**src/rtl/traffic_pkg.sv**
```systemverilog
// Shared light encodings, fault codes and approach indices for the
// signal conflict monitor and its per-approach checkers.
package traffic_pkg;

    typedef logic [2:0] light_t;

    localparam light_t RED = 3'b100;
    localparam light_t YEL = 3'b010;
    localparam light_t GRN = 3'b001;
    localparam light_t OFF = 3'b000;

    localparam logic [2:0] FC_NONE     = 3'd0;
    localparam logic [2:0] FC_ILLEGAL  = 3'd1;
    localparam logic [2:0] FC_CONFLICT = 3'd2;
    localparam logic [2:0] FC_SEQUENCE = 3'd3;
    localparam logic [2:0] FC_SHORT_YL = 3'd4;

    localparam int unsigned AP_M1 = 0;
    localparam int unsigned AP_M2 = 1;
    localparam int unsigned AP_MT = 2;
    localparam int unsigned AP_S  = 3;
    localparam int unsigned NUM_AP = 4;

    function automatic logic is_legal(input light_t l);
        return (l == RED) || (l == YEL) || (l == GRN);
    endfunction

endpackage

```
**src/rtl/lamp_seq_checker.sv**
```systemverilog
// Per-approach checker: encoding legality, colour transition legality and
// minimum yellow dwell, gated by a history-valid flag after reset/clear.
module lamp_seq_checker
    import traffic_pkg::*;
#(
    parameter int unsigned MIN_YELLOW = 3
) (
    input  logic       clk,
    input  logic       rst,
    input  logic       hist_clear,
    input  logic [2:0] light,
    output logic       illegal_enc,
    output logic       seq_err,
    output logic       short_yel
);

    localparam int unsigned CW = (MIN_YELLOW < 1) ? 1 : $clog2(MIN_YELLOW + 1);

    light_t        prev;
    logic [CW-1:0] ycnt;
    logic          hist_valid;
    logic          legal_step;

    always_comb begin
        legal_step = (light == prev)
                  || ((prev == RED) && (light == GRN))
                  || ((prev == GRN) && (light == YEL))
                  || ((prev == YEL) && (light == RED));
        illegal_enc = !is_legal(light);
        seq_err     = hist_valid && !illegal_enc && !legal_step;
        short_yel   = hist_valid && (prev == YEL) && (light == RED)
                   && (ycnt < CW'(MIN_YELLOW));
    end

    always_ff @(posedge clk) begin
        if (rst) begin
            prev       <= RED;
            ycnt       <= '0;
            hist_valid <= 1'b0;
        end else begin
            prev       <= light;
            hist_valid <= !hist_clear;
            // ycnt counts consecutive yellow samples, saturating at MIN_YELLOW
            if (light == YEL) begin
                if (prev != YEL)
                    ycnt <= CW'(1);
                else if (ycnt < CW'(MIN_YELLOW))
                    ycnt <= ycnt + CW'(1);
            end else begin
                ycnt <= '0;
            end
        end
    end

endmodule

```
**src/rtl/signal_conflict_monitor.sv**
```systemverilog
// Safety stage between the traffic light controller and the lamp drivers:
// passes lights with one cycle latency, or latches a fault and flashes red.
module signal_conflict_monitor
    import traffic_pkg::*;
#(
    parameter int unsigned MIN_YELLOW = 3,
    parameter int unsigned FLASH_HALF = 1
) (
    input  logic       clk,
    input  logic       rst,
    input  logic [2:0] light_M1,
    input  logic [2:0] light_M2,
    input  logic [2:0] light_MT,
    input  logic [2:0] light_S,
    input  logic       fault_clr,
    output logic [2:0] lamp_M1,
    output logic [2:0] lamp_M2,
    output logic [2:0] lamp_MT,
    output logic [2:0] lamp_S,
    output logic       fault,
    output logic [2:0] fault_code,
    output logic [3:0] fault_src
);

    localparam logic [0:0] ST_PASS  = 1'b0;
    localparam logic [0:0] ST_FLASH = 1'b1;

    localparam int unsigned FW = (FLASH_HALF > 1) ? $clog2(FLASH_HALF) : 1;

    light_t     in_l   [NUM_AP];
    light_t     lamp_r [NUM_AP];
    logic [3:0] illegal_v;
    logic [3:0] seq_v;
    logic [3:0] short_v;
    logic [3:0] green_v;
    logic       conflict;
    logic       all_red;
    logic       exit_req;
    logic       hist_clear;
    logic [2:0] det_code;
    logic [3:0] det_src;

    logic [0:0]    state;
    logic          phase;
    logic [FW-1:0] fcnt;
    logic [2:0]    code_r;
    logic [3:0]    src_r;

    assign in_l[AP_M1] = light_M1;
    assign in_l[AP_M2] = light_M2;
    assign in_l[AP_MT] = light_MT;
    assign in_l[AP_S]  = light_S;

    for (genvar i = 0; i < NUM_AP; i++) begin : g_chk
        lamp_seq_checker #(
            .MIN_YELLOW(MIN_YELLOW)
        ) u_chk (
            .clk        (clk),
            .rst        (rst),
            .hist_clear (hist_clear),
            .light      (in_l[i]),
            .illegal_enc(illegal_v[i]),
            .seq_err    (seq_v[i]),
            .short_yel  (short_v[i])
        );
        assign green_v[i] = (in_l[i] == GRN);
    end

    always_comb begin
        conflict = (green_v[AP_S] && (green_v[AP_M1] || green_v[AP_M2] || green_v[AP_MT]))
                || (green_v[AP_M2] && green_v[AP_MT]);
        all_red  = (light_M1 == RED) && (light_M2 == RED)
                && (light_MT == RED) && (light_S == RED);
        exit_req   = fault_clr && all_red;
        hist_clear = (state == ST_FLASH) && exit_req;

        det_code = FC_NONE;
        det_src  = '0;
        if (|illegal_v) begin
            det_code = FC_ILLEGAL;
            det_src  = illegal_v;
        end else if (conflict) begin
            det_code = FC_CONFLICT;
            det_src  = green_v;
        end else if (|seq_v) begin
            det_code = FC_SEQUENCE;
            det_src  = seq_v;
        end else if (|short_v) begin
            det_code = FC_SHORT_YL;
            det_src  = short_v;
        end
    end

    always_ff @(posedge clk) begin
        if (rst) begin
            state  <= ST_PASS;
            phase  <= 1'b1;
            fcnt   <= '0;
            code_r <= FC_NONE;
            src_r  <= '0;
            for (int unsigned i = 0; i < NUM_AP; i++) lamp_r[i] <= RED;
        end else begin
            case (state)
                ST_PASS: begin
                    if (det_code != FC_NONE) begin
                        state  <= ST_FLASH;
                        phase  <= 1'b1;
                        fcnt   <= '0;
                        code_r <= det_code;
                        src_r  <= det_src;
                        for (int unsigned i = 0; i < NUM_AP; i++) lamp_r[i] <= RED;
                    end else begin
                        for (int unsigned i = 0; i < NUM_AP; i++) lamp_r[i] <= in_l[i];
                    end
                end
                default: begin
                    if (exit_req) begin
                        state  <= ST_PASS;
                        phase  <= 1'b1;
                        fcnt   <= '0;
                        code_r <= FC_NONE;
                        src_r  <= '0;
                        for (int unsigned i = 0; i < NUM_AP; i++) lamp_r[i] <= RED;
                    end else if (fcnt == FW'(FLASH_HALF - 1)) begin
                        // phase holds the half-period just finished; next lamps take its complement
                        fcnt  <= '0;
                        phase <= !phase;
                        for (int unsigned i = 0; i < NUM_AP; i++) lamp_r[i] <= phase ? OFF : RED;
                    end else begin
                        fcnt <= fcnt + FW'(1);
                    end
                end
            endcase
        end
    end

    assign lamp_M1    = lamp_r[AP_M1];
    assign lamp_M2    = lamp_r[AP_M2];
    assign lamp_MT    = lamp_r[AP_MT];
    assign lamp_S     = lamp_r[AP_S];
    assign fault      = (state == ST_FLASH);
    assign fault_code = code_r;
    assign fault_src  = src_r;

endmodule

```
**config.mk**
```make
export PLATFORM = sky130hd
export DESIGN_NAME = signal_conflict_monitor
export DESIGN_NICKNAME = d
export VERILOG_FILES = /design/src/rtl/traffic_pkg.sv /design/src/rtl/lamp_seq_checker.sv /design/src/rtl/signal_conflict_monitor.sv
export SDC_FILE = /design/constraint.sdc
export NUM_CORES = 1
export LEC_CHECK = 0
export CAP_MARGIN = 10
export CORE_UTILIZATION = 28
export CTS_CLUSTER_DIAMETER = 100
export CTS_CLUSTER_SIZE = 10
export DETAILED_ROUTE_END_ITERATION = 7
export PLACE_DENSITY_LB_ADDON = 0.12
export SKIP_CTS_REPAIR_TIMING = 1
export SLEW_MARGIN = 20
export SYNTH_ARGS = -nofsm -noshare
export SYNTH_HDL_FRONTEND = slang
export SYNTH_SLANG_ARGS = --single-unit
```
**constraint.sdc**
```tcl
create_clock -name clk -period 3.04 [get_ports clk]
set_clock_uncertainty 0.15 [all_clocks]
set_input_delay 0.608 -clock clk [delete_from_list [all_inputs] [get_ports clk]]
set_output_delay 0.608 -clock clk [all_outputs]
set_load 0.01 [all_outputs]
```
* Yosys cells after proc, flatten, opt, wreduce, memory -nomap -nowiden
Memory sizes are Yosys's and may differ from the RTL's.
Cells that the tools add are included.
** Storage, ports and cells
- Bits in registers :: 31
- RAM bits :: 12
- Bits of input ports :: 15
- Output and inout bits :: 20
- Word-level logic and storage cells :: 241
- Memories :: 1
** Cells by class
- Add/sub/neg operators :: 5
- Order comparisons :: 4
- Eq/ne operators :: 34
- Mux-type cells :: 68
- Bitwise gates (word level) :: 20
- Reduce and logical (&&, ||, !) cells :: 91
** Memories
- lamp_r :: words 4, width 3, rd ports 4, clocked after Yosys merged registers in 0, wr ports 4, RTL line signal_conflict_monitor.sv:31 : light_t lamp_r [NUM_AP];
** Operator list (number)
- 2-to-1 mux 3 bit :: 24
- logical AND 1 bit :: 39
- 2-to-1 mux 1 bit :: 37
- 2-to-1 mux 4 bit :: 7
- equality test 3 x 1 -> 1 bit, second input constant :: 8
- equality test 3 x 2 -> 1 bit, second input constant :: 8
- equality test 3 bit, second input constant :: 8
- logical OR 1 bit :: 23
- bitwise OR 1 bit :: 16
- equality test 3 bit :: 4
- inequality test 3 x 2 -> 1 bit, second input constant :: 4
- OR reduction 3 bit :: 4
- OR reduction 4 bit :: 3
- logical NOT 1 bit :: 10
- nonzero test 2 bit :: 5
- adder 2 x 1 -> 2 bit, second input constant :: 4
- less-than comparator 2 bit, second input constant :: 4
- OR reduction 2 bit :: 4
- inverter 1 bit :: 4
- AND reduction 2 bit :: 2
- inequality test 3 bit, second input constant :: 1
- nonzero test 3 bit :: 1
- inequality test 2 bit, second input constant :: 1
- adder 1 bit, second input constant :: 1

* Longest topological paths before layout
Gate-level depths: netlist (run 1).
- Depth in word-level cells :: 20
- Gate-level depth with buffers :: 10
- Depth with buffers taken out :: 7

* Modules after synthesis
A second synthesis (run 1) with hierarchy kept.
** Second synthesis, totals
- Cells, all modules :: 236
- Area total of the unflattened synthesis :: 2265.9 sq um
** By module, submodules not included
- lamp_seq_checker :: times used 4, cells each 33, area an instance 301.5 sq um, seq. area each 120.1 sq um
- signal_conflict_monitor :: times used 1, cells each 104, area an instance 1059.8 sq um, seq. area each 470.5 sq um

* Worst setup path before layout (run 1)
OpenSTA, ideal clock, no wires.
- Path kind :: input to register
- From :: in light_M2[2]
- To :: mem lamp_r[0][2] in the netlist's numbering, data pin
- Setup time :: 254 ps
- Data arrival time :: 2914 ps
- Required time :: 2636 ps
- Setup slack :: -278 ps
- Stages on the path :: 9
- Cell sequence :: buf_4 > or3b_2 > o21ai_1 > nand4_2 > or3_4 > or4_4 > or2_1 > buf_6 > o21a_1
** RTL lines
- start, declared :: RTL line signal_conflict_monitor.sv:12 : input logic [2:0] light_M2,
- end, declared :: RTL line signal_conflict_monitor.sv:31

==> qor.txt, run 1 <==
post-synthesis sequential area ratio: 0.396
critical path peak fanout: 5
nets@finish: 349
largest net degree at the start of global routing: 21
top cell type's share of synthesized area: 0.329
count of cell types in the netlist: 57
I/O Buffers: 34
final core utilization: 0.411
Synth area leader: dfxtp_1
I/O pin total: 35
Clock transition at path regs: 80 ps
Layout area overhead: 41.2%
max-slew violations: 0
crit path kind: in2reg
# H-tree levels: 2
Commonest cells post-synth: dfxtp_1 (37), nor2_1 (23), o21ai_0 (14)
synthesis-stage register bit count: 42
Max VDD drop: 190 µV
initial antenna violation count: 0
CTS Root Cell: clkbuf_8
synth top area cells: dfxtp_1 (33%), edfxtp_1 (6.7%), nor2_1 (3.8%)
RSZ-0062 raised after global routing: yes
worst path bufs/invs: 1
Synth warnings: 0
Final Hold Viols: 0
Fin Setup TNS: 0 ps
post-route setup slack: 32.3 ps
number of global-route vias before repair: 1929
Leak: 1.35 nW
Final ANT Viol Nets: 0
pwr dens: 395 nW/µm²
Hold Crit Depth: 1
diodes inserted: 0
Top cell by count, worst path: or4_4
Gate Count Post-Synth: 248
Crit path largest cell delay: 540 ps
Worst Path Required: 2950 ps
die area: 8390 µm²
WP depth: 8
post-route minimum period: 3010 ps
layout cells sized above 1: 0.278
f_max: 0.332 GHz
Post-DP HPWL: 4630 µm
Detailed Routing Iterations Pass 1: 4
GR Util All Layers: 0.145
Clock Path Buffers: 2
CP delay by family, top: simple AND/OR/NAND/NOR gates
Worst Hold Launch: fault_src[1]
final setup violation count: 0
FILL cells: 806
Die Wd: 91.6 µm
routed via count: 2021
synthesized cell area: 2250 µm²
headroom to the max-slew limit: 0.635
worst slack, placed: -726 ps
Startpoint Class: input pin
Avg WL per Cell: 13.3 µm
global-route wire length before repair: 9410 µm
Hold Path End: fault_src[1]
GPL Wtd Cong: 0.839
total global routing overflow: 0
Synth Area per Inst: 9.07 µm²
crit-path cells: buf_8, nor3b_4, and4b_1, or4_4, or3_4, or4_4, or2_4, o21a_1
Register-to-Register Path Depth: 7
slowest CP cell: or4_4
ys async rst share: 0
DRC: 0
Tcrit/Tclk final: 0.989
Initial Utilization: 0.291
max-cap check violation count: 0
Worst EP arrival: 2910 ps
Reg-to-Reg End: lamp_r[1][2]
worst min path class: reg2reg
Core Region: 7730 µm²
Die Y: 91.6 µm
reg2reg start: g_chk[2].u_chk.ycnt[0]
clk_lat worst skew: 290 ps
Core Rows: 32
Detailed Route Iter0 Violations: 81
Num CTS Buffers: 5
cell with the most instances after synthesis: dfxtp_1
status: finished clean
clk sink count: 42
vias per cell: 4.67
CTS tree: built
Primary FF master, synth: dfxtp_1
worst slew pin tran: 542 ps
R2R setup slack: 90 ps
Post-synth EDFFs: 5
drt total wl: 5750 µm
Worst setup EP type: flop
==> flip-flops by register name, summed over array words and instances (netlist names) <==
name and cells:
phase 1, g_chk.u_chk.hist_valid 1, fault_src 4, fault 1, g_chk.u_chk.ycnt 8, fault_code 3, lamp_r 12, g_chk.u_chk.prev 12
==> per-layer routing <==
metal | global-route usage | vias up | wire length (µm)
met5 | 0 | - | 0
met4 | 0.0437 | 0 | 38
met3 | 0.0274 | 2 | 157
met2 | 0.234 | 28 | 2660
met1 | 0.196 | 942 | 2890
li1 | - | 1049 | -
==> worst max-delay path by stage <==
stage / startpoint / end / slack [ps]
3_5_place_dp: light_MT[1] / lamp_r[3][2] / -730
6_report: light_MT[2] / lamp_r[1][2] / 30
3_3_place_gp: light_MT[1] / lamp_r[3][2] / -720
5_1_grt: light_MT[2] / lamp_r[1][2] / -10
2_1_floorplan: light_MT[2] / lamp_r[0][2] / -260
4_1_cts: light_MT[1] / lamp_r[3][2] / -410
==> cell type report <==
class / instances / area (µm²) / share of cell area
clock buffer: 5 / 68.8 / 0.0217
clock inverter: 3 / 40.0 / 0.0126
inverter: 6 / 22.5 / 0.00709
multi-input combinational: 191 / 1310 / 0.411
sequential: 42 / 893 / 0.281
tap: 102 / 128 / 0.0402
timing repair buffer: 84 / 717 / 0.226
==> layout by cell type, fill, tap and decap left out, types with 4 or more instances in the layout <==
| cell type | n |
|---|---|
| dlymetal6s2s_1 | 6 |
| conb_1 | 5 |
| nor3b_1 | 6 |
| a21oi_1 | 12 |
| o21a_1 | 5 |
| dfxtp_1 | 35 |
| o21ai_0 | 13 |
| a31oi_1 | 4 |
| or3b_2 | 8 |
| clkbuf_8 | 5 |
| buf_4 | 50 |
| edfxtp_1 | 5 |
| inv_1 | 6 |
| nand2_1 | 12 |
| and2_1 | 8 |
| xor2_1 | 4 |
| nor2b_1 | 7 |
| nor2_1 | 22 |
| nor4b_1 | 4 |
| clkdlybuf4s50_1 | 22 |
| nand2b_1 | 9 |
| mux2i_1 | 4 |
| or2_2 | 5 |
==> per-stage QoR <==
stage	hold WS (ps)	cell area (µm²)	total power (W)	std cells
CTS	327	3140	0.00127	433
floorplan	290	2270	0.000718	252
global placement	301	3030	0.000826	425
finish	323	3180	0.00125	433
detailed placement	302	3030	0.000825	425
global route	349	3180	0.00132	433
==> cell families after synthesis <==
group	share of synthesized area
AO/OA/AOI/OAI	0.160
buffers and inverters	0.0467
XOR/XNOR	0.0273
other	0.00167
AND/OR/NAND/NOR	0.323
multiplexers	0.0178
flip-flops	0.396
adder cells (fa/ha/maj)	0.0267
==> report_power, final <==
part / leakage, nW / switching [W] / internal, W
logic: 0.943 / 0.0000997 / 0.000116
clock network: 0.0579 / 0.000199 / 0.000242
registers: 0.351 / 0.0000145 / 0.000582
Power figures use the tool's default switching activity.
==> inputs of run 2 (changes only) <==
--- a/config.mk
+++ b/config.mk
@@ -7,5 +7,5 @@
 export LEC_CHECK = 0
 export CAP_MARGIN = 10
-export CORE_UTILIZATION = 28
+export CORE_UTILIZATION = 48
 export CTS_CLUSTER_DIAMETER = 100
 export CTS_CLUSTER_SIZE = 10
==> constraint.sdc (replaced) <==
create_clock -name clk -period 3.04 [get_ports clk]
set_clock_uncertainty 0.15 [all_clocks]
set_input_delay 0.304 -clock clk [delete_from_list [all_inputs] [get_ports clk]]
set_output_delay 0.304 -clock clk [all_outputs]
set_load 0.01 [all_outputs]
==> run 2 against run 1 <==
Against the previous run:
- sequential share of layout area increased by 1.9 points
- highest routed layer unchanged
- die area fell by 41%
- cell area is 6.5% lower
- core utilization grew 26 points
- final cell count decreased by 15%
- first-iteration DRC count increased by 25%
- count of clock-buffer cells in the layout up 2
- combinational power down 5%
- fmax rose by 1.5%
- sequential power about the same
==> qor.txt, run 2 (synthesized netlist as in run 1, its figures left out) <==
max-cap check violation count: 0 (unchanged)
initial antenna violation count: 0 (unchanged)
fin cells: 368 (-15%)
Core Rows: 24 (-25%)
clk_lat worst skew: 290 ps (about the same)
GR Util All Layers: 0.232 (+0.0868)
die area: 4960 µm² (-41%)
vias per cell: 5.43 (+16%)
Crit path largest cell delay: 570 ps (+30 ps)
Register-to-Register Path Depth: 7 (unchanged)
Final Hold Viols: 0 (unchanged)
Hold Path End: g_chk[2].u_chk.prev[2]
drt total wl: 5440 µm (-5.3%)
I/O Buffers: 34 (unchanged)
pwr dens: 392 nW/µm² (-0.57%)
worst hold slack: 215 ps (-109 ps)
final setup violation count: 0 (unchanged)
Leak: 1.28 nW (-5.5%)
Die Wd: 70.4 µm (-23%)
CTS Root Cell: clkbuf_8
total global routing overflow: 0 (unchanged)
DRC: 0 (unchanged)
slowest CP cell: clkdlybuf4s50_1
Top cell by count, worst path: or4_4
Layout area overhead: 32.1%
Core Region: 4410 µm² (-43%)
Clock Path Buffers: 2 (unchanged)
# H-tree levels: 2 (unchanged)
worst slew pin tran: 674 ps (+132 ps)
Worst Path Required: 2950 ps (about the same)
most frequent cells in the layout: dfxtp_1 (37), buf_4 (36), clkdlybuf4s50_1 (26), nor2_1 (23), o21ai_0 (14)
Reg-to-Reg End: lamp_r[0][2]
worst path bufs/invs: 1 (unchanged)
met2 wire length: 2660 µm (-0.15%)
f_max: 0.337 GHz (+1.5%)
Final ANT Viol Nets: 0 (unchanged)
DP Area: 2860 µm² (-5.7%)
status: finished clean
R2R setup slack: 90 ps (about the same)
Hold Crit Depth: 2 (+1)
clk sink count: 42 (unchanged)
Num CTS Buffers: 5 (unchanged)
GPL Wtd Cong: 0.935 (+11%)
crit path kind: in2reg
reg2reg start: g_chk[3].u_chk.ycnt[0]
most common cell after layout, fill and taps aside: dfxtp_1
DP Cell Count: 361 (-15%)
Worst Hold Launch: light_MT[2]
Clock transition at path regs: 80 ps (about the same)
number of global-route vias before repair: 2011 (+4.3%)
global-route wire length before repair: 9040 µm (-4.0%)
Post-DP HPWL: 4310 µm (-7.0%)
Detailed Routing Iterations Pass 1: 4 (unchanged)
Avg WL per Cell: 14.8 µm (+11%)
post-route minimum period: 2960 ps (-43.1 ps)
largest registers: g_chk.u_chk.prev: 12 flops, lamp_r: 12 flops, g_chk.u_chk.ycnt: 8 flops
worst min path class: in2reg
RSZ-0062 raised after global routing: no
crit-path cells: clkdlybuf4s50_1, or3b_2, nor4b_1, or4_4, or3_4, or4_4, or2_4, o21a_1
Routed met1 length: 2490 µm (-14%)
Startpoint Class: input pin
largest net degree at the start of global routing: 13 (-38%)
nets@finish: 335 (-4.0%)
max-slew violations: 0 (unchanged)
layout cells sized above 1: 0.199 (-0.0786)
critical path peak fanout: 6 (+1)
Die Y: 70.4 µm (-23%)
CTS tree: built
final instance area: 2970 µm² (-6.5%)
Detailed Route Iter0 Violations: 101 (+25%)
top layer in use: met4
diodes inserted: 0 (unchanged)
WL met3: 245 µm (+56%)
headroom to the max-slew limit: 0.544 (-0.0909)
Tcrit/Tclk final: 0.975 (-0.0142)
routed via count: 1998 (-1.1%)
Initial Utilization: 0.509 (+0.218)
Worst setup EP type: flop
CP delay by family, top: simple AND/OR/NAND/NOR gates
FILL cells: 389 (-52%)
Worst EP arrival: 2870 ps (-40 ps)
Max VDD drop: 292 µV (+54%)
I/O pin total: 35 (unchanged)
[run 2: worst max-delay path by stage]
stage               cells past startpoint            to              startpoint
global placement                        8  lamp_r[1][2]             light_MT[2]
floorplan                               9  lamp_r[0][2]             light_M2[2]
global route                            7  lamp_r[0][2]  g_chk[2].u_chk.ycnt[0]
finish                                  8  lamp_r[0][2]             light_M1[0]
CTS                                     8  lamp_r[0][2]             light_MT[2]
detailed placement                      8  lamp_r[0][2]             light_MT[2]
[run 2: metal layers]
layer,vias to the layer above,global-route usage
met3,6,0.0505
met2,41,0.390
met5,-,0
met1,924,0.297
li1,1027,-
met4,0,0.0644
[run 2: area by class of cell]
cell class,instances,area [µm²],share of cell area
clock buffers,7,86.3,0.0291
inverters,6,22.5,0.00759
well taps,52,65.1,0.0219
multi-input cells,191,1270,0.429
repair buffers,70,631,0.212
flip-flops and latches,42,891,0.300
[run 2: power breakdown]
part           internal [W]  switching, W
logic              0.000107     0.0000980
clock network      0.000180      0.000182
registers          0.000582     0.0000149
total              0.000870      0.000295
[run 2: worst register-to-register path, cell delays in order, from the launching register on]
cell	delay, ps
dfxtp_1	350
ha_1	180
and4b_1	220
or4_4	530
or3_4	350
or4_4	500
or2_4	270
o21a_1	170
[run 2: per-stage QoR]
| stage | setup TNS (ps) | total power (W) | setup WS [ps] | utilization |
|---|---|---|---|---|
| 4_1_cts | -288 | 0.00118 | -102 | 0.667 |
| 2_1_floorplan | 0 | 0.000716 | 25.9 | - |
| 3_5_place_dp | -3110 | 0.000813 | -420 | 0.647 |
| 6_report | 0 | 0.00117 | 75.4 | 0.673 |
| 3_3_place_gp | -2710 | 0.000809 | -369 | 0.647 |
| 5_1_grt | 0 | 0.00122 | 3.95 | 0.673 |
